`src/rtl/szamologep_pkg.sv`:
```
// ---------------------------------------------------------------------------
// szamologep_pkg
// Shared constants and the opcode enumeration for the szamologep calculator.
//   DATA_W : operand / result / display width (8)
//   OP_W   : opcode width (4)
//   op_e   : ALU opcodes OP_ADD .. OP_SHR; codes 8-15 are unused and yield 0.
// ---------------------------------------------------------------------------
package szamologep_pkg;

    localparam int DATA_W = 8;
    localparam int OP_W   = 4;

    typedef enum logic [OP_W-1:0] {
        OP_ADD = 4'd0,
        OP_SUB = 4'd1,
        OP_MUL = 4'd2,
        OP_AND = 4'd3,
        OP_OR  = 4'd4,
        OP_XOR = 4'd5,
        OP_SHL = 4'd6,
        OP_SHR = 4'd7
    } op_e;

    // Button bit positions within btn.
    localparam int BTN_EXEC  = 0;
    localparam int BTN_LOADB = 1;
    localparam int BTN_LOADO = 2;
    localparam int BTN_LOADA = 3;

endpackage : szamologep_pkg

```
`src/rtl/szamologep_alu.sv`:
```
// ---------------------------------------------------------------------------
// szamologep_alu
// Purely combinational 8-bit ALU. All results wrap to DATA_W bits.
// Ports:
//   op [3:0] : opcode (see szamologep_pkg::op_e); 8-15 give 0
//   a  [7:0] : operand A
//   b  [7:0] : operand B (shifts use only b[2:0])
//   y  [7:0] : result
// Configuration macro: SZAMOLOGEP_MUL_EN -- when defined, opcode 2 is the low
// byte of a*b; when undefined no multiplier is built and opcode 2 gives 0.
// ---------------------------------------------------------------------------
module szamologep_alu
    import szamologep_pkg::*;
(
    input  logic [OP_W-1:0]   op,
    input  logic [DATA_W-1:0] a,
    input  logic [DATA_W-1:0] b,
    output logic [DATA_W-1:0] y
);

    always_comb begin
        // NOTE: y gets a value before the case so no path leaves it unassigned,
        // which would otherwise infer a latch.
        y = '0;
        case (op)
            OP_ADD: y = a + b;
            OP_SUB: y = a - b;
`ifdef SZAMOLOGEP_MUL_EN
            OP_MUL: y = a * b;          // 8-bit context keeps the low byte
`else
            OP_MUL: y = '0;
`endif
            OP_AND: y = a & b;
            OP_OR:  y = a | b;
            OP_XOR: y = a ^ b;
            OP_SHL: y = a << b[2:0];
            OP_SHR: y = a >> b[2:0];
            default: y = '0;
        endcase
    end

endmodule : szamologep_alu

```
`src/rtl/szamologep.sv`:
```
// ---------------------------------------------------------------------------
// szamologep
// Switch-and-button calculator. Buttons are edge-detected against the
// previous sample; each press loads an operand/opcode or executes the ALU,
// and the result or loaded value is shown on leds.
// Ports:
//   clk        : system clock, rising edge
//   reset      : synchronous, active-low
//   dip_sw[7:0]: data / opcode switches
//   btn[3:0]   : [3] load A, [2] load op, [1] load B, [0] execute
//   leds[7:0]  : display register (flop output)
// Configuration macro: SZAMOLOGEP_MUL_EN (enables MUL in szamologep_alu).
// ---------------------------------------------------------------------------
module szamologep
    import szamologep_pkg::*;
(
    input  logic              clk,
    input  logic              reset,
    input  logic [DATA_W-1:0] dip_sw,
    input  logic [3:0]        btn,
    output logic [DATA_W-1:0] leds
);

    logic [DATA_W-1:0] opa_q,  opa_d;
    logic [DATA_W-1:0] opb_q,  opb_d;
    logic [OP_W-1:0]   op_q,   op_d;
    logic [DATA_W-1:0] leds_q, leds_d;
    logic [3:0]        btn_q;
    logic [3:0]        btn_edge;
    logic [DATA_W-1:0] alu_y;

    // A held button only fires once: the event is the low-to-high transition.
    assign btn_edge = btn & ~btn_q;

    // The ALU sees the pre-edge operands, so an execute in the same cycle as
    // a load uses the old values.
    szamologep_alu u_alu (
        .op (op_q),
        .a  (opa_q),
        .b  (opb_q),
        .y  (alu_y)
    );

    always_comb begin
        opa_d  = opa_q;
        opb_d  = opb_q;
        op_d   = op_q;
        leds_d = leds_q;

        // Every simultaneous load is taken.
        if (btn_edge[BTN_LOADA]) opa_d = dip_sw;
        if (btn_edge[BTN_LOADO]) op_d  = dip_sw[OP_W-1:0];
        if (btn_edge[BTN_LOADB]) opb_d = dip_sw;

        // The display shows one source; execute wins, load A loses.
        if (btn_edge[BTN_EXEC])
            leds_d = alu_y;
        else if (btn_edge[BTN_LOADB])
            leds_d = dip_sw;
        else if (btn_edge[BTN_LOADO])
            leds_d = {{(DATA_W-OP_W){1'b0}}, dip_sw[OP_W-1:0]};
        else if (btn_edge[BTN_LOADA])
            leds_d = dip_sw;
    end

    always_ff @(posedge clk) begin
        // NOTE: sequential state uses non-blocking assignments so every flop
        // samples the pre-edge values regardless of statement order.
        if (!reset) begin
            opa_q  <= '0;
            opb_q  <= '0;
            op_q   <= '0;
            leds_q <= '0;
        end else begin
            opa_q  <= opa_d;
            opb_q  <= opb_d;
            op_q   <= op_d;
            leds_q <= leds_d;
        end
        // Tracking btn through reset means a button held across release is
        // already "seen" and does not fire.
        btn_q <= btn;
    end

    assign leds = leds_q;

endmodule : szamologep

```
`config.mk`:
```
export PLATFORM = sky130hd
export DESIGN_NAME = szamologep
export DESIGN_NICKNAME = d
export VERILOG_FILES = /design/src/rtl/szamologep_pkg.sv /design/src/rtl/szamologep_alu.sv /design/src/rtl/szamologep.sv
export SDC_FILE = /design/constraint.sdc
export NUM_CORES = 1
export LEC_CHECK = 0
export BUFFER_PORTS_ARGS = -buffer_cell sky130_fd_sc_hd__buf_2
export CAP_MARGIN = 5
export CELL_PAD_IN_SITES_DETAIL_PLACEMENT = 1
export CELL_PAD_IN_SITES_GLOBAL_PLACEMENT = 1
export CORE_MARGIN = 2
export CORE_UTILIZATION = 40
export DETAILED_ROUTE_END_ITERATION = 8
export PLACE_DENSITY_LB_ADDON = 0.15
export SYNTH_ARGS = -nofsm -noshare
export SYNTH_HDL_FRONTEND = slang
export SYNTH_SLANG_ARGS = --single-unit
```
`constraint.sdc`:
```
create_clock -name clk -period 3.38 [get_ports clk]
set_clock_uncertainty 0.2 [all_clocks]
set_input_delay 0.169 -clock clk [delete_from_list [all_inputs] [get_ports clk]]
set_output_delay 0.169 -clock clk [all_outputs]
set_load 0.03 [all_outputs]
```
# Word level (Yosys, flattened, before mapping)

Index checks and enable logic that the tools add are counted.

Flip-flop bits (word level): 32
Bits of input ports: 14
Output and inout bits: 8
Logic and storage cells: 27

$add $sub $neg: 2
Eq/ne operators: 6
Shift operators: 2
Muxes and demuxes: 5
Bitwise gates (word level): 5
Reductions and logical operators: 2

Operators by type and width:

| cell                                                            | count |
|---|---|
| 8-bit case mux with 7 select lines                              | 1 |
| 8-bit two-way mux                                               | 4 |
| 4-bit by 3-bit == test with 1-bit output, second input constant | 4 |
| 8-bit adder                                                     | 1 |
| 8-bit AND                                                       | 1 |
| 8-bit bitwise OR                                                | 1 |
| 8-bit by 3-bit << shifter with 8-bit output                     | 1 |
| 8-bit by 3-bit >> shifter with 8-bit output                     | 1 |
| 8-bit subtractor                                                | 1 |
| 8-bit XOR                                                       | 1 |
| 4-bit AND                                                       | 1 |
| 4-bit by 1-bit == test with 1-bit output, second input constant | 1 |
| 4-bit by 2-bit == test with 1-bit output, second input constant | 1 |
| 4-bit logical NOT                                               | 1 |
| 4-bit NOT                                                       | 1 |
| 4-bit nonzero test                                              | 1 |

# Longest topological paths before layout

Gate-level depths: netlist of run 1.

Depth after elaboration: 6
Depth in mapped cells: 13

# Hierarchy

A second synthesis of run 1 with hierarchy kept.

Cells, all modules: 329
Area, all modules: 2842.7 µm²

Modules (own cells, without submodules):

| module         | instances | cells an instance | area each (µm²) | sequential area each (µm²) |
|---|---|---|---|---|
| szamologep_alu | 1         | 198               | 1510.2          | 0.0 |
| szamologep     | 1         | 131               | 1332.5          | 640.6 |

# Worst setup path before layout of run 1

No wires, ideal clock.

Path type: register to register
From: reg opb_q[0]
To: reg leds_q[6] (netlist: leds[6])
Data arrival time: 2777 ps
Setup slack: 276 ps
Stages on the path, launching flop included: 13
Buffers on the path: 2
Clock period less this slack: 3104 ps
Cell sequence: dfxtp_1 -> buf_4 -> buf_4 -> inv_1 -> ha_1 -> mux2_2 -> fa_1 -> nand2b_1 -> a211oi_1 -> nor4_1 -> a31o_2 -> a211oi_1 -> a211oi_2

Cells in the longest elaborated chain, start to end: 3

RTL lines:

| what                                     | line                 | RTL |
|---|---|---|
| start: declaration                       | szamologep.sv:25     | `logic [DATA_W-1:0] opb_q, opb_d;` |
| start signal: assignment                 | szamologep.sv:76     | `opb_q <= opb_d;` |
| 8-bit subtractor (tied with other cells) | szamologep_alu.sv:27 | `OP_SUB: y = a - b;` |
| 8-bit case mux with 7 select lines (*)   | szamologep_alu.sv:25 | `case (op)` |
| 8-bit two-way mux (*)                    | szamologep.sv:56     | `if (btn_edge[BTN_EXEC])` |
| end signal: assignment                   | szamologep.sv:78     | `leds_q <= leds_d;` |
| end: declaration                         | szamologep.sv:27     | `logic [DATA_W-1:0] leds_q, leds_d;` |

Mark *: on every way between the ends. The rest lies on a longest branch, timed or not.
A chain may end at the register's enable or synchronous reset.

# Worst setup path in the final report of run 1

Same ends and word-level chain as after synthesis.

==> summary.txt, run 1 <==
Placement
  • Port Buffers: 21
  • Pre-CTS setup slack: approximately 0.44 ns
  • RD Place Congestion: slightly above 0.9
  • DP Wirelength: approximately 6.7 mm

Cells and area
  • Nets: 410
  • Layout cells sized above 1: ~17%
  • Antenna diodes: 0
  • FILL cells: about 820
  • Area Growth Syn to Fin: 15.3%

Yosys
  • Synth area leader: dfxtp_1
  • Synth Flop Type: dfxtp_1
  • Post-synth top cells: nand2_1 (50), dfxtp_1 (32), ha_1 (25)
  • Synth warnings: 0
  • Post-synth top area share: 23.0%
  • Async set or reset register ratio after synthesis: 0%
  • Syn Std Cell Area: ~2800 µm²
  • Mean Syn Cell Area: about 8.3 µm²
  • Flops & latches, synth: 32
  • Post-synth net total: roughly 380
  • Count of cell types in the netlist: 53
  • Synth top area cells: dfxtp_1 (23%), ha_1 (11%), nand2_1 (6.7%)
  • Seq/Total Area, Yosys: around 23%
  • Post-synth EDFFs: 0
  • Syn Inst Count: between 300 and 400
  • Cell with the most instances after synthesis: nand2_1

STA
  • Post-Route Setup TNS: 0 ns
  • Slew Limit Fails: 0
  • Fin crit period: between 3 and 4 ns
  • Hold Fails Final Rpt: 0
  • RSZ-0062 raised after global routing: no
  • Final Cycle Share: slightly below 90%
  • Max Fclk: between 300 and 400 MHz
  • Slew @ Worst Pin: about 0.72 ns
  • Setup ws final: approximately 0.37 ns
  • Relative slew slack: 51.4%
  • Setup Viol. Count Final: 0

Worst setup path
  • Crit-path leading delay family: compound AO/OA/AOI/OAI gates
  • Crit end category: register
  • Reg2Reg Capture Point: leds[6]$_SDFFE_PN0P_
  • Setup CP Type: reg2reg
  • R2R depth: 10
  • CP max-delay cell: fa_1
  • Reg-to-reg critical path startpoint: opb_q[0]$_SDFFE_PN0P_
  • Stages on the worst setup path: 10
  • CP Max Fanout: 5
  • CP startpoint kind: register
  • Worst EP required: between 3 and 4 ns
  • Most used cell, CP: a211oi_1
  • Worst Path Arrival: approximately 3.0 ns
  • Crit path largest cell delay: around 0.41 ns
  • Reg2Reg Setup Slack: ~0.37 ns
  • Worst path cell trace: inv_1 -> ha_1 -> mux2_2 -> fa_1 -> nand2b_1 -> a211oi_1 -> nor4_1 -> a31o_2 -> a211oi_1 -> a211oi_2
  • CP bufs+invs: 1

Flow run
  • Max-cap violations: 0

Global route
  • Vias in the first global route: around 2600
  • Tot GR Track Use: 24.8%
  • First-pass GRT wire length: around 14 mm
  • Largest net degree at the start of global routing: 29
  • Global route overflow: 0
  • Initial antenna violation count: 0

Min path
  • Hold Path Depth: 2
  • HP Start: reset
  • WHS Endpoint: leds[3]$_SDFFE_PN0P_
  • Hold Path Class: in2reg

Clock network
  • CTS resizes: 0
  • Clock Tree Root: clkbuf_8
  • Clock Path Buffers: 2
  • TritonCTS clock tree: built
  • CTS Sinks: 32
  • CTS Buf Count: 5
  • Clock Latency Late Sink: between 0.2 and 0.3 ns
  • Reg clk slew, reported paths: 0.07 ns
  • Setup bufs post-CTS: 0
  • CTS hold repair buffers: 12
  • CTS HTree Levels: 2

Floorplan
  • Core area: a little under 7000 µm²
  • Starting Density: about two fifths
  • Die Area: approximately 7700 µm²
  • Std cell rows: 30
  • Die X: 87.5 µm
  • I/O pin count: 22
  • Die H: between 80 and 90 µm

Status
  • Status: finished, final reports clean

Detailed routing
  • Routed len/inst: between 15 and 20 µm
  • DRT Wirelength: 8.93 mm
  • Vias: between 2000 and 3000
  • Total iterations of the first detailed-routing run: 4
  • Initial DRC count: about 200
  • Vias per cell: approximately 5.8
  • DRC Markers: 0
  • ANT nets after route: 0

Power and ir drop
  • Leakage power: approximately 1.3 nW
  • Pwr dens: around 360 nW/µm²
  • Maximum vdd drop: approximately 0.28 mV
  • Pwr Total: around 0.0012 W
[cells in the final DEF, fill, tap and decap left out, types with 3 or more instances in the layout]
| cell | instances |
|---|---|
| ha_1 | 25 |
| mux4_2 | 8 |
| a221oi_1 | 3 |
| a21oi_1 | 18 |
| o211ai_1 | 3 |
| nand2_1 | 50 |
| a22o_1 | 4 |
| clkbuf_8 | 7 |
| dfxtp_1 | 32 |
| a22oi_1 | 7 |
| nand2b_1 | 8 |
| nor2b_1 | 12 |
| a211oi_1 | 3 |
| nor2_1 | 18 |
| inv_1 | 19 |
| a32oi_1 | 3 |
| buf_2 | 21 |
| nor3_1 | 8 |
| xnor2_1 | 8 |
| a31oi_1 | 7 |
| o21ai_0 | 12 |
| nor4_1 | 3 |
| mux2i_1 | 10 |
| dlygate4sd3_1 | 12 |
| o22ai_1 | 5 |
| a21boi_0 | 16 |
| buf_4 | 16 |
| o21a_1 | 4 |
[final cells by class]
cell class / count / area, µm² / area share, %
multi-input cells: 261 / 1960 / 60.8
inverters: 21 / 78.8 / 2.45
repair buffers: 49 / 345 / 10.7
flip-flops and latches: 32 / 641 / 19.9
clock buffers: 7 / 96.3 / 2.99
well taps: 80 / 100 / 3.11
[worst max path at each step]
stage / slack (ns) / start / to
6_report: 0.37 / opb_q[0]$_SDFFE_PN0P_ / leds[6]$_SDFFE_PN0P_
5_1_grt: 0.19 / opb_q[0]$_SDFFE_PN0P_ / leds[6]$_SDFFE_PN0P_
4_1_cts: 0.40 / opb_q[0]$_SDFFE_PN0P_ / leds[6]$_SDFFE_PN0P_
3_5_place_dp: 0.44 / opb_q[0]$_SDFFE_PN0P_ / leds[6]$_SDFFE_PN0P_
3_3_place_gp: 0.52 / opb_q[0]$_SDFFE_PN0P_ / leds[6]$_SDFFE_PN0P_
2_1_floorplan: 0.28 / opb_q[0]$_SDFFE_PN0P_ / leds[6]$_SDFFE_PN0P_
[per-stage QoR]
stage	cells	area [µm²]	util (%)	hold WS [ns]
finish	450	3220	47.6	0.143
global placement	431	3000	44.4	0.0890
global route	450	3220	47.6	0.166
floorplan	336	2790	-	-0.00328
CTS	450	3220	47.6	0.143
detailed placement	431	3000	44.4	0.0883
[worst reg2reg max path, delay by kind of cell (launching register included)]
family / cells / cell delay, ns
buffers and inverters: 1 / 0.13
AO/OA/AOI/OAI: 4 / 0.91
AND/OR/NAND/NOR: 2 / 0.27
flip-flops: 1 / 0.36
adder cells (fa/ha/maj): 2 / 0.73
multiplexers: 1 / 0.30
[cell families (layout without fill, tap and decap cells)]
group	after synthesis	count (layout)	share of synthesized area [%]
xor+xnor	9	9	2.83
fa+ha+maj	26	26	11.9
mux	19	19	10.5
buf+inv	43	77	6.91
compound gates	96	96	24.1
flops	32	32	23.0
simple gates	111	111	20.8
[metal layers]
metal / track usage [%] / wire length [µm]
met1: 36.4 / 4290
met2: 38.6 / 4090
met3: 3.13 / 433
met4: 6.01 / 123
met5: 0 / 0
[state kept, by name (all words and copies together), names as in the netlist]
| name | flops |
|---|---|
| opa_q | 8 |
| op_q | 4 |
| leds | 8 |
| btn_q | 4 |
| opb_q | 8 |
[power breakdown]
group / leakage, nW / switching (W) / total, W / internal [W]
combinational: 0.984 / 0.000231 / 0.000398 / 0.000167
clock: 0.0503 / 0.000153 / 0.000334 / 0.000182
sequential: 0.264 / 0.0000307 / 0.000433 / 0.000402
total: 1.30 / 0.000415 / 0.00117 / 0.000750
Power figures use the tool's default switching activity.
==> run 2: changes to the inputs <==
- ABC_AREA: not set -> 1
==> summary.txt, run 2 <==
Detailed routing
  • Total iterations of the first detailed-routing run: 4
  • Vias per cell: 5.39
  • Vias: between 2000 and 3000
  • Routed len/inst: 17.5 µm
  • Initial DRC count: 72
  • ANT nets after route: 0
  • DRT Wirelength: between 9 and 10 mm
  • DRC Markers: 0

Worst setup path
  • Reg-to-reg critical path startpoint: opb_q[0]$_SDFFE_PN0P_
  • CP startpoint kind: register
  • Reg2Reg Capture Point: leds[7]$_SDFFE_PN0P_
  • Worst path cell trace: inv_2 -> ha_1 -> inv_1 -> nor3_1 -> inv_1 -> o31ai_1 -> xor2_1 -> ha_1 -> nand2_1 -> inv_1 -> nand2_1 -> nand2_1 -> a21oi_1 -> nand3_1 -> nand3_1 -> nand2_1 -> nand2_1 -> a21oi_1
  • CP max-delay cell: dfxtp_1
  • Worst Path Arrival: 2.77 ns
  • Crit end category: register
  • Most used cell, CP: nand2_1
  • Setup CP Type: reg2reg
  • CP bufs+invs: 4
  • Worst EP required: approximately 3.4 ns
  • Reg2Reg Setup Slack: 0.59 ns
  • Crit-path leading delay family: simple AND/OR/NAND/NOR gates
  • R2R depth: 18
  • Crit path largest cell delay: 0.32 ns
  • CP Max Fanout: 12

STA
  • Slew Limit Fails: 0
  • Max Fclk: 359 MHz
  • Slew @ Worst Pin: roughly 0.73 ns
  • Post-Route Setup TNS: 0 ns
  • Worst hold slack: 0.0118 ns
  • RSZ-0062 raised after global routing: no
  • Relative slew slack: 50.8%
  • Setup Viol. Count Final: 0
  • Fin crit period: 2.79 ns
  • Hold Fails Final Rpt: 0
  • Final Cycle Share: roughly 83%

Yosys
  • Async set or reset register ratio after synthesis: 0%
  • Count of cell types in the netlist: 35
  • Flops & latches, synth: 32
  • Seq/Total Area, Yosys: ~24%
  • Synth Flop Type: dfxtp_1
  • Post-synth net total: 450
  • Synth top area cells: dfxtp_1 (24%), nand2_1 (14%), ha_1 (12%)
  • Syn Std Cell Area: between 2000 and 3000 µm²
  • Mean Syn Cell Area: around 6.4 µm²
  • Post-synth EDFFs: 0
  • Post-synth top area share: 24.5%
  • Syn Inst Count: between 400 and 500
  • Cell with the most instances after synthesis: nand2_1
  • Synth warnings: 0
  • Synth area leader: dfxtp_1
  • Post-synth top cells: nand2_1 (96), inv_1 (57), o21ai_0 (43)

Global route
  • Initial antenna violation count: 0
  • Largest net degree at the start of global routing: 29
  • Global route overflow: 0
  • First-pass GRT wire length: between 10 and 15 mm
  • Vias in the first global route: 2816
  • Tot GR Track Use: 26.5%

Min path
  • HP Start: dip_sw[6]
  • Hold Path Depth: 3
  • Hold Path Class: in2reg
  • WHS Endpoint: opb_q[6]$_SDFFE_PN0P_

Cells and area
  • Non-filler cells, final: between 500 and 600
  • Layout cells sized above 1: about 11%
  • Antenna diodes: 0
  • Area taken by multi-input logic gates: 1700 µm²
  • Most frequent cells in the layout: nand2_1 (96), inv_1 (57), o21ai_0 (43), a21oi_1 (42), dfxtp_1 (32)
  • Register Area: between 600 and 700 µm²
  • FILL cells: slightly below 900
  • Nets: 480
  • Area Growth Syn to Fin: 15.0%
  • Most common cell after layout, fill and taps aside: nand2_1

Power and ir drop
  • Leakage power: approximately 1.5 nW
  • Maximum vdd drop: between 0.3 and 0.4 mV
  • Pwr dens: 425 nW/µm²

Floorplan
  • I/O pin count: 22
  • Starting Density: 41.2%
  • Die Area: about 7200 µm²
  • Core area: 6350 µm²
  • Die X: ~85 µm
  • Die H: 84.9 µm
  • Std cell rows: 29

Placement
  • RD Place Congestion: about 0.9
  • DP Cell Count: ~500
  • Port Buffers: 21
  • DP Wirelength: about 7.0 mm

Clock network
  • Reg clk slew, reported paths: ~0.070 ns
  • Clock Path Buffers: 2
  • Clock Latency Late Sink: roughly 0.29 ns
  • CTS resizes: 0
  • CTS HTree Levels: 2
  • CTS Buf Count: 5
  • Clock Tree Root: clkbuf_8
  • TritonCTS clock tree: built
  • CTS Sinks: 32

Status
  • Status: finished, final reports clean

Flow run
  • Max-cap violations: 0
run 2: changes by cell type in the layout (fill, tap and decap cells not counted), moves of 16 or more:
cell / previous run / this run
inv_1: 19 / 57
a21boi_0: 16 / 0
nand3_1: 0 / 26
o21ai_0: 12 / 43
a21oi_1: 18 / 42
nand2_1: 50 / 96
run 2: worst max-delay path by stage:
stage,start,to,cells past startpoint
6_report,opb_q[0]$_SDFFE_PN0P_,leds[7]$_SDFFE_PN0P_,18
5_1_grt,opb_q[0]$_SDFFE_PN0P_,leds[7]$_SDFFE_PN0P_,18
3_5_place_dp,opb_q[1]$_SDFFE_PN0P_,leds[6]$_SDFFE_PN0P_,13
2_1_floorplan,opb_q[1]$_SDFFE_PN0P_,leds[7]$_SDFFE_PN0P_,20
4_1_cts,opb_q[0]$_SDFFE_PN0P_,leds[7]$_SDFFE_PN0P_,19
3_3_place_gp,opb_q[0]$_SDFFE_PN0P_,leds[7]$_SDFFE_PN0P_,18
run 2: area by class of cell:
type / count / area share, %
Multi-Input combinational cell: 307 / 56.5
Clock buffer: 7 / 3.20
Clock inverter: 1 / 0.998
Inverter: 61 / 7.61
Tap cell: 77 / 3.20
Sequential cell: 32 / 21.3
Timing Repair Buffer: 33 / 7.15
run 2: what timing repair did:
| item | in CTS | in global routing |
|---|---|---|
| setup buffers | 0 | 0 |
| hold endpoints to repair | 11 | 0 |
| hold buffers | 8 | 0 |
run 2: per-layer routing:
layer | wire length, µm | up-vias | part of all wire [%] | global-route usage, %
met4 | 150 | 0 | 1.7 | 7.65
li1 | - | 1409 | - | -
met2 | 4420 | 50 | 49 | 46.7
met5 | 0 | - | 0 | 0
met3 | 276 | 12 | 3.0 | 1.56
met1 | 4220 | 1322 | 47 | 35.1
run 2: stage by stage:
step	cell area, µm²	utilization, %	setup slack (ns)	power (W)
after floorplan	2620	-	0.705	0.000732
after global placement	2800	44.1	0.659	0.000850
after detailed placement	2800	44.1	0.608	0.000862
after CTS	3010	47.4	0.562	0.00129
after global routing	3010	47.4	0.330	0.00135
final	3010	47.4	0.591	0.00128
run 2: logic make-up after synthesis:
family | after synthesis | synth area share [%]
adders and majority gates | 26 | 12.7
AOI/OAI and AO/OA | 104 | 21.1
and+or+nand+nor | 170 | 28.9
xor gates and xnor gates | 7 | 2.34
DFF | 32 | 24.5
buffers and inverters | 71 | 10.5
run 2: tightest hold or removal path, delay by kind of cell:
family / cells / cell delay [ns]
buf+inv: 1 / 0.11
compound gates: 2 / 0.18
run 2: report_power, final:
| group | internal [W] | switching [W] | total (W) |
|---|---|---|---|
| clock network | 0.000260 | 0.000152 | 0.000413 |
| logic | 0.000146 | 0.000283 | 0.000429 |
| registers | 0.000406 | 0.0000323 | 0.000438 |
| total | 0.000812 | 0.000467 | 0.00128 |
==> run 3: changes to the inputs <==
- CORE_UTILIZATION: 40 -> 38
- clock period: 3.38 -> 2.4 ns (I/O delays scaled with it)
==> summary.txt, run 3 (same netlist as run 2, synthesis figures left out) <==
Cells and area
  • Layout cells sized above 1: a little over a quarter
  • Nets: roughly 520
  • Antenna diodes: 0
  • Final core occ: roughly half
  • Most common cell after layout, fill and taps aside: nand2_1
  • Area Growth Syn to Fin: 32.6%
  • Most frequent cells in the layout: nand2_1 (82), inv_1 (51), buf_4 (41), o21ai_0 (39), a21oi_1 (37)
  • FILL cells: 906

Power and ir drop
  • Pwr dens: around 530 nW/µm²
  • Maximum vdd drop: between 0.3 and 0.4 mV
  • Pwr Total: between 0.0015 and 0.002 W
  • Leakage power: ~1.7 nW

Flow run
  • Max-cap violations: 0

Floorplan
  • Core area: between 6000 and 7000 µm²
  • I/O pin count: 22
  • Die H: approximately 87 µm
  • Die X: roughly 87 µm
  • Starting Density: around 39%
  • Die Area: 7560 µm²
  • Std cell rows: 30

Status
  • Violated checks: setup timing
  • Status: finished with violations

STA
  • Hold Fails Final Rpt: 0
  • Setup ws final: -0.278 ns
  • Slew @ Worst Pin: 0.393 ns
  • Relative slew slack: about 74%
  • Worst hold slack: about 0.012 ns
  • RSZ-0062 raised after global routing: yes
  • Slew Limit Fails: 0
  • Fin crit period: ~2.7 ns
  • Final Cycle Share: 112%
  • Setup Viol. Count Final: 4
  • Max Fclk: 373 MHz

Global route
  • Vias in the first global route: roughly 3000
  • First-pass GRT wire length: 15.4 mm
  • Tot GR Track Use: 26.4%
  • Largest net degree at the start of global routing: 29
  • Initial antenna violation count: 0
  • Global route overflow: 0

Clock network
  • CTS HTree Levels: 2
  • Reg clk slew, reported paths: approximately 0.07 ns
  • TritonCTS clock tree: built
  • Clock Path Buffers: 2
  • CTS Buf Count: 5
  • Clock Latency Late Sink: ~0.28 ns
  • CTS Sinks: 32
  • Clock Tree Root: clkbuf_8

Detailed routing
  • DRT Wirelength: about 9.9 mm
  • Routed len/inst: 17.6 µm
  • Vias: 3040
  • Vias per cell: ~5.4
  • ANT nets after route: 0
  • DRC Markers: 0
  • Total iterations of the first detailed-routing run: 5
  • Initial DRC count: approximately 130

Worst setup path
  • Setup CP Type: reg2reg
  • CP Max Fanout: 3
  • Reg2Reg Setup Slack: -0.28 ns
  • CP startpoint kind: register
  • Worst Path Arrival: between 2 and 3 ns
  • Worst EP required: 2.37 ns
  • Crit end category: register

Placement
  • Port Buffers: 21
  • RD Place Congestion: approximately 0.9
  • DP Wirelength: roughly 7.4 mm

Min path
  • Hold Path Class: in2reg
-- run 3: where the power goes --
group / internal, W / total, W / switching (W)
clock network: 0.000197 / 0.000391 / 0.000194
registers: 0.000573 / 0.000614 / 0.0000416
logic: 0.000350 / 0.000837 / 0.000487
-- run 3: timing repair --
item | 4_1_cts | 5_1_grt
hold buffers | 11 | 0
buffers inserted | 10 | 3
setup endpoints to repair | 6 | 6
endpoints found under the hold margin | 24 | 0
gates cloned | 0 | 0
resized for setup | 25 | 24
pin swaps | 18 | 25
-- run 3: worst paths after layout --
check                                           start                    to  cells after the start
worst max-delay path            opb_q[0]$_SDFFE_PN0P_  leds[7]$_SDFFE_PN0P_                     18
worst min-delay path                        dip_sw[3]  leds[3]$_SDFFE_PN0P_                      3
worst max register to register  opb_q[0]$_SDFFE_PN0P_  leds[7]$_SDFFE_PN0P_                     18
worst min register to register   leds[1]$_SDFFE_PN0P_  leds[1]$_SDFFE_PN0P_                      2
-- run 3: area by class of cell --
cell class | count | area, µm² | area share (%)
timing repair buffer | 76 | 557 | 16.1
inverter | 61 | 236 | 6.82
sequential | 32 | 644 | 18.6
tap | 80 | 100 | 2.89
multi-input combinational | 307 | 1850 | 53.4
clock inverter | 1 | 5.00 | 0.144
clock buffer | 6 | 72.6 | 2.09
-- run 3: metal layers --
metal | up-vias | part of all wire, % | track usage [%]
li1 | 1494 | - | -
met2 | 71 | 50 | 46.0
met5 | - | 0 | 0
met3 | 21 | 3.3 | 2.27
met1 | 1454 | 44 | 33.5
met4 | 0 | 2.8 | 10.5
-- run 3: through the flow --
stage | instance area [µm²] | setup TNS [ns] | instances | setup slack (ns)
after floorplan | 2660 | -0.109 | 410 | -0.109
after global placement | 3060 | -0.298 | 534 | -0.153
after detailed placement | 3060 | -0.573 | 534 | -0.239
after CTS | 3380 | -0.209 | 561 | -0.171
after global routing | 3470 | -1.48 | 563 | -0.457
final | 3470 | -0.778 | 563 | -0.278
-- run 3: critical path, cell delays in order (launching register included) --
cell and delay, ns:
dfxtp_2 0.33, inv_2 0.07, ha_4 0.14, inv_4 0.04, nor3_4 0.17, inv_2 0.07
o31ai_4 0.26, xor2_1 0.22, ha_1 0.30, nand2_2 0.10, inv_2 0.04, nand2_2 0.06
nand2_2 0.07, a21oi_2 0.11, nand3_1 0.10, nand3_2 0.08, nand2_2 0.07, nand2_2 0.08
a21oi_2 0.05
